===== src/rtl/gates_tt_sweep_ctrl.sv =====
// -----------------------------------------------------------------------------
// gates_tt_sweep_ctrl
//
// Self-test sequencer for a two-input basic-gate block. A start pulse launches
// a sweep over the four input vectors (a,b) = 00, 01, 10, 11. Each vector is
// held for SETTLE_CYCLES cycles. The gate outputs are then sampled for one
// cycle and compared against the ideal truth table. Mismatches accumulate
// into a per-gate error mask. The first failing vector is captured, and
// pass/fail is reported with a one-cycle done pulse.
//
// Parameters
//   SETTLE_CYCLES : cycles each vector is held before sampling (1..15)
//
// Ports
//   clk        in   1  clock, all state changes on the rising edge
//   rst        in   1  synchronous active-high reset
//   start      in   1  begin a sweep (accepted only while idle)
//   abort      in   1  terminate a sweep and return to idle
//   gate_res   in   8  {xnor,xor,nor,nand,or,and,not_b,not_a} from gate block
//   drv_a      out  1  input a to the gate block
//   drv_b      out  1  input b to the gate block
//   busy       out  1  sweep in progress (settling or checking)
//   done       out  1  one-cycle pulse when a sweep completes (not on abort)
//   pass       out  1  1 = no gate mismatched (valid with/after done)
//   err_mask   out  8  bit i set = gate_res[i] mismatched on some vector
//   fail_vec   out  2  vector {a,b} of the first mismatch
//   fail_valid out  1  fail_vec holds a captured mismatch
// -----------------------------------------------------------------------------
module gates_tt_sweep_ctrl #(
    parameter int SETTLE_CYCLES = 2
) (
    input  logic       clk,
    input  logic       rst,
    input  logic       start,
    input  logic       abort,
    input  logic [7:0] gate_res,
    output logic       drv_a,
    output logic       drv_b,
    output logic       busy,
    output logic       done,
    output logic       pass,
    output logic [7:0] err_mask,
    output logic [1:0] fail_vec,
    output logic       fail_valid
);

    typedef enum logic [1:0] {
        ST_IDLE   = 2'd0,
        ST_SETTLE = 2'd1,
        ST_CHECK  = 2'd2,
        ST_DONE   = 2'd3
    } state_t;

    // Last value of the settle counter before moving on to CHECK.
    localparam logic [3:0] SETTLE_LAST = 4'(SETTLE_CYCLES - 1);

    // Truth tables of the eight gates, one nibble per gate. Nibble bit n is the
    // expected output for vector n = {a,b}. Gate 0 (not_a) sits in the low
    // nibble:
    //   xnor=1001 xor=0110 nor=0001 nand=0111 or=1110 and=1000 not_b=0101
    //   not_a=0011
    localparam logic [31:0] GATE_TT = 32'h9617_E853;

    state_t      state_q,      state_d;
    logic [3:0]  cnt_q,        cnt_d;
    logic [1:0]  vec_q,        vec_d;
    logic [7:0]  err_mask_q,   err_mask_d;
    logic        pass_q,       pass_d;
    logic [1:0]  fail_vec_q,   fail_vec_d;
    logic        fail_valid_q, fail_valid_d;

    logic [7:0]  expected_res;
    logic [7:0]  mismatch;

    // Expected gate outputs for the vector currently being driven.
    generate
        for (genvar gi = 0; gi < 8; gi++) begin : g_expected
            localparam logic [3:0] TT = GATE_TT[gi*4 +: 4];
            assign expected_res[gi] = TT[vec_q];
        end
    endgenerate

    assign mismatch = gate_res ^ expected_res;

    // -------------------------------------------------------------------------
    // State register
    // -------------------------------------------------------------------------
    always_ff @(posedge clk) begin
        if (rst) begin
            state_q      <= ST_IDLE;
            cnt_q        <= 4'd0;
            vec_q        <= 2'd0;
            err_mask_q   <= 8'd0;
            pass_q       <= 1'b0;
            fail_vec_q   <= 2'd0;
            fail_valid_q <= 1'b0;
        end else begin
            state_q      <= state_d;
            cnt_q        <= cnt_d;
            vec_q        <= vec_d;
            err_mask_q   <= err_mask_d;
            pass_q       <= pass_d;
            fail_vec_q   <= fail_vec_d;
            fail_valid_q <= fail_valid_d;
        end
    end

    // -------------------------------------------------------------------------
    // Next-state logic
    // -------------------------------------------------------------------------
    always_comb begin
        state_d      = state_q;
        cnt_d        = cnt_q;
        vec_d        = vec_q;
        err_mask_d   = err_mask_q;
        pass_d       = pass_q;
        fail_vec_d   = fail_vec_q;
        fail_valid_d = fail_valid_q;

        case (state_q)
            ST_IDLE: begin
                // abort takes priority over start, and nothing is cleared.
                if (start && !abort) begin
                    err_mask_d   = 8'd0;
                    pass_d       = 1'b0;
                    fail_vec_d   = 2'd0;
                    fail_valid_d = 1'b0;
                    vec_d        = 2'd0;
                    cnt_d        = 4'd0;
                    state_d      = ST_SETTLE;
                end
            end

            ST_SETTLE: begin
                if (abort) begin
                    state_d = ST_IDLE;
                    vec_d   = 2'd0;
                    cnt_d   = 4'd0;
                end else if (cnt_q == SETTLE_LAST) begin
                    cnt_d   = 4'd0;
                    state_d = ST_CHECK;
                end else begin
                    cnt_d = cnt_q + 4'd1;
                end
            end

            ST_CHECK: begin
                if (abort) begin
                    // The sample taken in this cycle is discarded.
                    state_d = ST_IDLE;
                    vec_d   = 2'd0;
                    cnt_d   = 4'd0;
                end else begin
                    err_mask_d = err_mask_q | mismatch;
                    if ((mismatch != 8'd0) && !fail_valid_q) begin
                        fail_vec_d   = vec_q;
                        fail_valid_d = 1'b1;
                    end
                    // vec wraps 3 -> 0 so the gate inputs return to 00 once
                    // the sweep finishes.
                    vec_d = vec_q + 2'd1;
                    if (vec_q == 2'd3) begin
                        // Include this final compare in the verdict.
                        pass_d  = ((err_mask_q | mismatch) == 8'd0);
                        state_d = ST_DONE;
                    end else begin
                        state_d = ST_SETTLE;
                    end
                end
            end

            ST_DONE: begin
                state_d = ST_IDLE;
                vec_d   = 2'd0;
                cnt_d   = 4'd0;
            end

            default: begin
                state_d = ST_IDLE;
            end
        endcase
    end

    // -------------------------------------------------------------------------
    // Outputs, all decoded from registered state
    // -------------------------------------------------------------------------
    assign drv_a      = vec_q[1];
    assign drv_b      = vec_q[0];
    assign busy       = (state_q == ST_SETTLE) || (state_q == ST_CHECK);
    assign done       = (state_q == ST_DONE);
    assign pass       = pass_q;
    assign err_mask   = err_mask_q;
    assign fail_vec   = fail_vec_q;
    assign fail_valid = fail_valid_q;

endmodule


===== config.mk =====
export PLATFORM = sky130hd
export DESIGN_NAME = gates_tt_sweep_ctrl
export DESIGN_NICKNAME = d
export VERILOG_FILES = /design/src/rtl/gates_tt_sweep_ctrl.sv
export SDC_FILE = /design/constraint.sdc
export NUM_CORES = 1
export LEC_CHECK = 0
export BUFFER_PORTS_ARGS = -buffer_cell sky130_fd_sc_hd__buf_2
export CAP_MARGIN = 20
export CORE_ASPECT_RATIO = 1.2
export CORE_MARGIN = 2
export CORE_UTILIZATION = 32
export DETAILED_ROUTE_END_ITERATION = 12
export MAX_ROUTING_LAYER = met4
export PLACE_DENSITY = 0.64
export SLEW_MARGIN = 0
export SYNTH_ARGS = -nofsm -noshare
export SYNTH_HDL_FRONTEND = slang
export SYNTH_SLANG_ARGS = --single-unit

===== constraint.sdc =====
create_clock -name clk -period 2.3 [get_ports clk]
set_clock_uncertainty 0.15 [all_clocks]
set_input_delay 0.23 -clock clk [delete_from_list [all_inputs] [get_ports clk]]
set_output_delay 0.23 -clock clk [all_outputs]
set_load 0.05 [all_outputs]

==> run_results.csv, run 1 <==
group,metric,value,unit
run_status,outcome,"completed",
finish,final_cells,196,
sta,finalSetupTns,0,ps
global_route,grt_overflow_total,0,
synth,syn_area_per_cell,8.67,sq um
synth,postSynthCellCount,128,
worst_setup_path,cp_max_fo,4,
floorplan,initial_utilization,33.2,%
finish,antenna_cells,0,
place,portBuffers,27,
worst_setup_path,path_cells,"buf_4 > ha_1 > xor2_1 > nor3_2 > and4_1 > or4b_1 > a21oi_1",
floorplan,core-area,3340,sq um
min_path,min_path_type,"in2reg",
worst_setup_path,crit_type,"reg2reg",
worst_setup_path,arrival,2220,ps
cts,clockBufferDepth,2,
power_and_ir_drop,clockPowerShare,33.1,%
sta,finalSetupViolCount,0,
global_route,grtUsageTotal,14.2,%
worst_setup_path,worst_path_dominant_cell_family,"simple AND/OR/NAND/NOR gates",
cts,cts.clk_slew.worst_paths,80,ps
worst_setup_path,critPathMaxStageDelay,440,ps
floorplan,fp.dieW,57.8,microns
drt,num_vias,1019,
drt,dr.pass1.iters,4,
drt,route.detailed.vias_per_inst,5.20,
drt,drc,0,
sta,tightest_slew,462,ps
finish,drive_above_1_share,25.2,%
power_and_ir_drop,ir_drop,424,uV
global_route,grt_pass1_wl,4310,microns
drt,drt_wl_total,2640,microns
global_route,grt_max_degree,16,
cts,htree_levels,1,
floorplan,die_area,3960,sq um
global_route,antenna_found_initial,0,
synth,yosysWarnings,0,
worst_setup_path,endpoint_kind,"flop",
floorplan,pin_count,28,
cts,hold_buffers,0,
worst_setup_path,start_kind,"flop",
sta,finalCriticalPeriod,2170,ps
synth,syn-num-nets,151,
finish,nNetsFinal,183,
place,gp_congestion,0.870,
cts,ctsRootBufferMaster,"clkbuf_8",
cts,cts_buffers,3,
sta,grt_setup_unrepaired,"false",
drt,drtAntennaViolNets,0,
synth,netlist_area,1110,sq um
power_and_ir_drop,p_sw_share,30.0,%
floorplan,row_count,23,
cts,insertion_delay,260,ps
worst_setup_path,critPathRequiredTime,2340,ps
power_and_ir_drop,p_switching,0.244,mW
sta,finalMaxSlewViolations,0,
worst_setup_path,path_buf_inv,1,
floorplan,die_h,68.5,microns
synth,synth_cell_type_count,33,
cts,cts_tree,"yes",
finish,final_cell_mix,"buf_2, nor2_1, dfxtp_1",
sta,timing.slew.headroom,69.0,%
synth,synth_edf_count,0,
synth,yosys_most_used_dff,"dfxtp_1",
synth,ys_seq_elements,20,
place,dpl.hpwl,2070,microns
power_and_ir_drop,p_comb_share,21.2,%
power_and_ir_drop,seqPwrFrac,45.7,%
power_and_ir_drop,internal_power,0.569,mW
cts,cts.sinks,20,
finish,area_growth,23.9,%
sta,fmax,460,MHz
power_and_ir_drop,leakage,0.625,nW
flow_run,max-cap-violations,0,
drt,routedWlPerCell,13.5,microns
sta,final.period_utilization,94.5,%
worst_setup_path,crit_path_top_delay_cell,"or4b_1",
sta,hold_slack,172,ps
power_and_ir_drop,powerDensity,591,nW/um^2
finish,final_common_cell,"buf_2",
place,place_inst,189,
synth,async_flop_share,0,%
synth,ys_seq_area_share,36.1,%
global_route,grt_pass1_vias,1002,
drt,drt_iter0_markers,41,
sta,hold_violations,0,
==> state kept, by name, summed over array words and instances (netlist names) <==
name and count:
fail_vec 2, state_q 2, pass 1, cnt_q 4, fail_valid 1, err_mask 8
vec_q 2
==> cells in the mapped netlist (2+ instances only) <==
library cell | n | area [sq um]
nor3b_1 | 2 | 15.0
clkbuf_1 | 3 | 11.3
o21ai_0 | 3 | 15.0
nand4_1 | 2 | 12.5
ha_1 | 11 | 138
xnor2_1 | 4 | 35.0
dfxtp_1 | 20 | 400
nand2b_1 | 4 | 25.0
inv_1 | 7 | 26.3
a211oi_1 | 2 | 15.0
nor2_1 | 20 | 75.1
and2_1 | 2 | 12.5
nand2_1 | 9 | 33.8
a21oi_1 | 9 | 45.0
a22oi_1 | 7 | 52.6
nor4_1 | 2 | 12.5
xor2_1 | 5 | 43.8
==> layout make-up <==
| type | count | area, sq um |
|---|---|---|
| well taps | 37 | 46.3 |
| multi-input cells | 98 | 684 |
| clock buffers | 4 | 55.1 |
| inverters | 7 | 26.3 |
| repair buffers | 30 | 158 |
| fillers | 348 | 1960 |
| flip-flops and latches | 20 | 405 |
==> final timing paths <==
path / from / endpoint / slack, ps / cells after the start
setup / recovery: vec_q[1]$_SDFFE_PP0P_ / pass$_SDFFE_PP0P_ / 130 / 7
setup reg to reg: vec_q[1]$_SDFFE_PP0P_ / pass$_SDFFE_PP0P_ / 130 / 7
hold / removal: rst / err_mask[1]$_SDFFE_PP0P_ / 170 / 2
hold reg to reg: pass$_SDFFE_PP0P_ / pass$_SDFFE_PP0P_ / 330 / 2
==> logic make-up after synthesis <==
kind of cell / Yosys count / share of synthesized area [%]
AOI/OAI and AO/OA: 28 / 17.0
DFF: 20 / 36.1
and+or+nand+nor: 48 / 21.6
muxes: 1 / 0.902
buffers and inverters: 10 / 3.38
adders and majority gates: 11 / 12.4
xor gates and xnor gates: 10 / 8.57
==> power groups by stage <==
stage | registers [mW] | logic (mW) | clock network (mW)
3_3_place_gp | 0.380 | 0.168 | 0
6_report | 0.372 | 0.172 | 0.269
3_5_place_dp | 0.381 | 0.172 | 0
4_1_cts | 0.373 | 0.173 | 0.275
2_1_floorplan | 0.382 | 0.126 | 0
5_1_grt | 0.374 | 0.192 | 0.294
==> repair_timing <==
action / CTS / global route
gates resized for setup: 0 / 2
endpoints found under the setup margin: 0 / 1
setup buffers: 0 / 3
==> metrics by stage <==
step / total power [mW] / utilization, % / worst slack (ps) / area (sq um)
3_5_place_dp: 0.553 / 38.4 / 47.8 / 1280
4_1_cts: 0.821 / 40.1 / 10.2 / 1340
2_1_floorplan: 0.508 / - / 24.9 / 1110
5_1_grt: 0.860 / 41.2 / 3.30 / 1380
6_report: 0.813 / 41.2 / 126 / 1380
3_3_place_gp: 0.547 / 38.4 / 121 / 1280
==> routing by layer <==
| layer | wire, microns | part of all wire (%) | up-vias | global-route usage [%] |
|---|---|---|---|---|
| li1 | - | - | 507 | - |
| met4 | 10 | 0.38 | 0 | 2.03 |
| met1 | 1180 | 45 | 481 | 17.5 |
| met5 | 0 | 0 | - | - |
| met3 | 132 | 5.0 | 2 | 2.24 |
| met2 | 1320 | 50 | 29 | 25.3 |
Power figures use the tool's default switching activity.
==> inputs of run 2 (changes only) <==
--- a/config.mk
+++ b/config.mk
@@ -7,12 +7,14 @@
 export LEC_CHECK = 0
 export BUFFER_PORTS_ARGS = -buffer_cell sky130_fd_sc_hd__buf_2
 export CAP_MARGIN = 20
+export CELL_PAD_IN_SITES_DETAIL_PLACEMENT = 0
+export CELL_PAD_IN_SITES_GLOBAL_PLACEMENT = 1
 export CORE_ASPECT_RATIO = 1.2
 export CORE_MARGIN = 2
 export CORE_UTILIZATION = 32
 export DETAILED_ROUTE_END_ITERATION = 12
 export MAX_ROUTING_LAYER = met4
-export PLACE_DENSITY = 0.64
+export PLACE_DENSITY = 0.78
 export SLEW_MARGIN = 0
 export SYNTH_ARGS = -nofsm -noshare
 export SYNTH_HDL_FRONTEND = slang
==> run_results.csv, run 2 (synthesis gave the netlist of run 1 again) <==
group,metric,value,unit
floorplan,die_h,68.5,microns
power_and_ir_drop,powerDensity,579,nW/um^2
worst_setup_path,cp_max_fo,8,
floorplan,initial_utilization,33.2,%
worst_setup_path,critPathMaxStageDelay,440,ps
worst_setup_path,cp_num_cells,7,
worst_setup_path,critPathLaunch,"vec_q[1]$_SDFFE_PP0P_",
place,dpl.hpwl,2090,microns
global_route,grt_overflow_total,0,
finish,area_growth,20.6,%
power_and_ir_drop,power,0.775,mW
min_path,min_path_type,"in2reg",
global_route,grt_pass1_vias,1003,
finish,final_common_cell,"buf_2",
place,place_area,1280,sq um
worst_setup_path,arrival,2180,ps
drt,routedWlPerCell,14.0,microns
sta,final.period_utilization,92.7,%
drt,drtAntennaViolNets,0,
cts,cts_tree,"yes",
place,gp_congestion,0.772,
floorplan,core-area,3340,sq um
worst_setup_path,start_kind,"flop",
floorplan,fp.dieW,57.8,microns
worst_setup_path,worst_path_dominant_cell_family,"simple AND/OR/NAND/NOR gates",
sta,finalSetupTns,0,ps
global_route,grtUsageTotal,15.0,%
drt,dr.pass1.iters,4,
cts,cts_setup_buffers,0,
cts,clockBufferDepth,2,
worst_setup_path,reg2reg_slack,170,ps
cts,hold_buffers,0,
drt,drt_iter0_markers,39,
sta,tightest_slew,520,ps
finish,final_cell_mix,"buf_2, nor2_1, dfxtp_1",
finish,drive_above_1_share,23.2,%
floorplan,row_count,23,
worst_setup_path,path_cells,"inv_1 > ha_1 > xor2_1 > nor3_2 > and4_1 > or4b_1 > a21oi_1",
sta,finalCriticalPeriod,2130,ps
global_route,antenna_found_initial,0,
sta,finalSetupViolCount,0,
worst_setup_path,rr_startpoint,"vec_q[1]$_SDFFE_PP0P_",
cts,htree_levels,1,
finish,design_area,1340,sq um
finish,largest_register_ffs,8,
drt,route.detailed.vias_per_inst,5.25,
floorplan,die_area,3960,sq um
sta,grt_setup_unrepaired,"false",
cts,cts_buffers,3,
run_status,outcome,"completed",
worst_setup_path,critPathRequiredTime,2350,ps
drt,drc,0,
global_route,grt_max_degree,16,
power_and_ir_drop,leakage,0.602,nW
worst_setup_path,r2r-end,"pass$_SDFFE_PP0P_",
flow_run,max-cap-violations,0,
cts,post_cts_resized,0,
power_and_ir_drop,ir_drop,351,uV
finish,nNetsFinal,180,
sta,timing.slew.headroom,65.0,%
worst_setup_path,path_buf_inv,1,
worst_setup_path,reg2regPathDepth,7,
sta,finalMaxSlewViolations,0,
finish,antenna_cells,0,
worst_setup_path,crit_path_top_delay_cell,"or4b_1",
worst_setup_path,endpoint_kind,"flop",
drt,num_vias,1008,
cts,insertion_delay,260,ps
sta,hold_slack,164,ps
sta,hold_violations,0,
cts,cts.sinks,20,
sta,fmax,469,MHz
floorplan,pin_count,28,
drt,drt_wl_total,2680,microns
place,portBuffers,27,
worst_setup_path,crit_end,"pass$_SDFFE_PP0P_",
cts,ctsRootBufferMaster,"clkbuf_8",
global_route,grt_pass1_wl,4450,microns
worst_setup_path,crit_type,"reg2reg",
finish,fillerInstances,349,
cts,cts.clk_slew.worst_paths,70,ps
## run 2: worst min path at each step
stage | startpoint | end | slack, ps | depth (start not counted)
6_report | rst | vec_q[0]$_SDFFE_PP0P_ | 160 | 2
5_1_grt | abort | state_q[1]$_SDFFE_PP0P_ | 190 | 3
4_1_cts | abort | state_q[1]$_SDFFE_PP0P_ | 160 | 3
3_5_place_dp | fail_vec[1]$_SDFFE_PP0P_ | fail_vec[1]$_SDFFE_PP0P_ | 310 | 1
3_3_place_gp | fail_vec[1]$_SDFFE_PP0P_ | fail_vec[1]$_SDFFE_PP0P_ | 310 | 1
2_1_floorplan | rst | fail_valid$_SDFFE_PP0P_ | 150 | 1
## run 2: power by group
group | switching, mW | internal (mW) | total (mW)
clock network | 0.112 | 0.117 | 0.229
logic | 0.115 | 0.0584 | 0.173
registers | 0.0141 | 0.358 | 0.373
## run 2: cell type report
cell class              count  area [sq um]  area share (%)
clock buffers               3          41.3            3.08
inverters                   7          26.3            1.96
multi-input cells          98           684            51.1
flip-flops and latches     20           405            30.3
well taps                  37          46.3            3.46
repair buffers             27           135            10.1
## run 2: metal layers
layer	track usage, %	part of all wire, %	vias up
met5	-	0	-
met2	26.3	50	20
met4	6.10	1.5	0
met3	2.61	4.4	5
li1	-	-	501
met1	16.9	44	482
## run 2: stage by stage
step	utilization [%]	instances	setup slack, ps
floorplan	-	128	24.9
global route	40.1	192	57.9
global placement	38.4	189	120
CTS	39.7	192	30.7
detailed placement	38.4	189	64.1
finish	40.1	192	167
==> inputs of run 3 (changes only) <==
--- a/config.mk
+++ b/config.mk
@@ -5,7 +5,6 @@
 export SDC_FILE = /design/constraint.sdc
 export NUM_CORES = 1
 export LEC_CHECK = 0
-export BUFFER_PORTS_ARGS = -buffer_cell sky130_fd_sc_hd__buf_2
 export CAP_MARGIN = 20
 export CELL_PAD_IN_SITES_DETAIL_PLACEMENT = 0
 export CELL_PAD_IN_SITES_GLOBAL_PLACEMENT = 1
@@ -13,8 +12,10 @@
 export CORE_MARGIN = 2
 export CORE_UTILIZATION = 32
 export DETAILED_ROUTE_END_ITERATION = 12
+export DONT_BUFFER_PORTS = 1
 export MAX_ROUTING_LAYER = met4
-export PLACE_DENSITY = 0.78
+export PLACE_DENSITY = 0.69
+export SKIP_CTS_REPAIR_TIMING = 1
 export SLEW_MARGIN = 0
 export SYNTH_ARGS = -nofsm -noshare
 export SYNTH_HDL_FRONTEND = slang
==> run_results.csv, run 3 (synthesis gave the netlist of run 1 again) <==
group,metric,value,unit
run_status,outcome,"completed",
worst_setup_path,critPathRequiredTime,2340,ps
worst_setup_path,start_kind,"flop",
sta,tightest_slew,603,ps
drt,dr.pass1.iters,4,
min_path,worstHoldPathCells,2,
sta,finalCriticalPeriod,2130,ps
finish,antenna_cells,0,
power_and_ir_drop,ir_drop,390,uV
drt,routedWlPerCell,15.1,microns
drt,drt_iter0_markers,35,
worst_setup_path,rr_startpoint,"vec_q[0]$_SDFFE_PP0P_",
power_and_ir_drop,power,0.883,mW
global_route,grt_max_degree,16,
global_route,grt_pass1_wl,4420,microns
worst_setup_path,reg2regPathDepth,7,
cts,insertion_delay,260,ps
power_and_ir_drop,leakage,0.540,nW
power_and_ir_drop,p_switching,0.236,mW
finish,final_common_cell,"nor2_1",
worst_setup_path,endpoint_kind,"flop",
power_and_ir_drop,powerDensity,670,nW/um^2
power_and_ir_drop,clockPowerShare,39.6,%
sta,hold_violations,0,
min_path,holdPathEnd,"state_q[1]$_SDFFE_PP0P_",
sta,timing.slew.headroom,59.7,%
sta,final.period_utilization,92.6,%
finish,final_cell_mix,"nor2_1, dfxtp_1, ha_1",
drt,num_vias,956,
sta,finalSetupTns,0,ps
power_and_ir_drop,internal_power,0.647,mW
worst_setup_path,r2r-end,"pass$_SDFFE_PP0P_",
min_path,min_path_type,"in2reg",
worst_setup_path,reg2reg_slack,170,ps
cts,cts.sinks,20,
drt,drtAntennaViolNets,0,
finish,area_growth,18.8,%
worst_setup_path,arrival,2170,ps
sta,finalSetupViolCount,0,
power_and_ir_drop,p_comb_share,18.1,%
sta,finalMaxSlewViolations,0,
cts,clockBufferDepth,2,
global_route,grt_pass1_vias,992,
place,portBuffers,0,
finish,nNetsFinal,164,
floorplan,row_count,23,
min_path,min_from,"abort",
cts,htree_levels,1,
worst_setup_path,crit_type,"reg2reg",
flow_run,max-cap-violations,0,
global_route,grt_overflow_total,0,
cts,ctsRootBufferMaster,"clkbuf_8",
floorplan,initial_utilization,33.2,%
finish,drive_above_1_share,13.6,%
global_route,antenna_found_initial,0,
sta,fmax,469,MHz
sta,hold_slack,6.25,ps
drt,route.detailed.vias_per_inst,5.40,
drt,drt_wl_total,2670,microns
cts,cts_buffers,3,
power_and_ir_drop,seqPwrFrac,42.3,%
floorplan,fp.dieW,57.8,microns
floorplan,die_area,3960,sq um
cts,cts.clk_slew.worst_paths,80,ps
floorplan,die_h,68.5,microns
finish,utilization,39.5,%
worst_setup_path,cp_max_fo,5,
global_route,grtUsageTotal,15.0,%
cts,cts_tree,"yes",
power_and_ir_drop,p_sw_share,26.8,%
sta,grt_setup_unrepaired,"false",
place,dpl.hpwl,2100,microns
place,gp_congestion,0.790,
floorplan,core-area,3340,sq um
floorplan,pin_count,28,
finish,fillerInstances,345,
finish,largest_register_ffs,8,
drt,drc,0,
run 3: changes by cell type in the layout (fill, tap and decap cells not counted):
| cell | previous run | this run |
|---|---|---|
| dfxtp_4 | 1 | 0 |
| bufinv_16 | 0 | 1 |
| dfxtp_2 | 1 | 2 |
| buf_2 | 27 | 0 |
| buf_4 | 0 | 9 |
| dlygate4sd3_1 | 0 | 2 |
run 3: power by group through the flow:
stage               Combinational (mW)  Clock, mW  Sequential [mW]
floorplan                        0.126          0            0.382
global placement                 0.150          0            0.381
CTS                              0.153      0.364            0.374
detailed placement               0.153          0            0.383
finish                           0.160      0.350            0.374
global route                     0.178      0.379            0.377
run 3: per-layer routing:
| layer | global-route usage, % | vias up | wire length (microns) |
|---|---|---|---|
| li1 | - | 470 | - |
| met2 | 25.1 | 31 | 1360 |
| met1 | 16.5 | 451 | 1060 |
| met5 | - | - | 0 |
| met3 | 4.29 | 4 | 202 |
| met4 | 6.98 | 0 | 43 |
run 3: worst max-delay path: stages, from the launching register on:
cell and delay [ps]:
dfxtp_2 340, inv_1 170, ha_4 250, nand2b_1 150
mux2i_1 180, and4_1 250, or4b_1 440, a21oi_1 140
run 3: final cells by class:
| class | count | area [sq um] | area share [%] |
|---|---|---|---|
| repair buffers | 11 | 87.6 | 6.64 |
| flip-flops and latches | 20 | 403 | 30.6 |
| clock inverters | 1 | 30.0 | 2.28 |
| inverters | 7 | 26.3 | 1.99 |
| multi-input cells | 98 | 684 | 51.9 |
| well taps | 37 | 46.3 | 3.51 |
| clock buffers | 3 | 41.3 | 3.13 |
run 3: through the flow:
stage / worst slack (ps) / std cells / cell area, sq um
floorplan: 24.9 / 128 / 1110
global placement: 183 / 170 / 1210
detailed placement: 114 / 170 / 1210
CTS: 91.0 / 174 / 1280
global route: 27.5 / 177 / 1320
finish: 170 / 177 / 1320
run 3: worst max-delay path by stage:
stage | from | end | cells past startpoint
finish | vec_q[0]$_SDFFE_PP0P_ | pass$_SDFFE_PP0P_ | 7
global placement | vec_q[1]$_SDFFE_PP0P_ | pass$_SDFFE_PP0P_ | 7
CTS | vec_q[0]$_SDFFE_PP0P_ | pass$_SDFFE_PP0P_ | 7
floorplan | vec_q[1]$_SDFFE_PP0P_ | pass$_SDFFE_PP0P_ | 7
detailed placement | vec_q[0]$_SDFFE_PP0P_ | pass$_SDFFE_PP0P_ | 7
global route | vec_q[0]$_SDFFE_PP0P_ | pass$_SDFFE_PP0P_ | 7
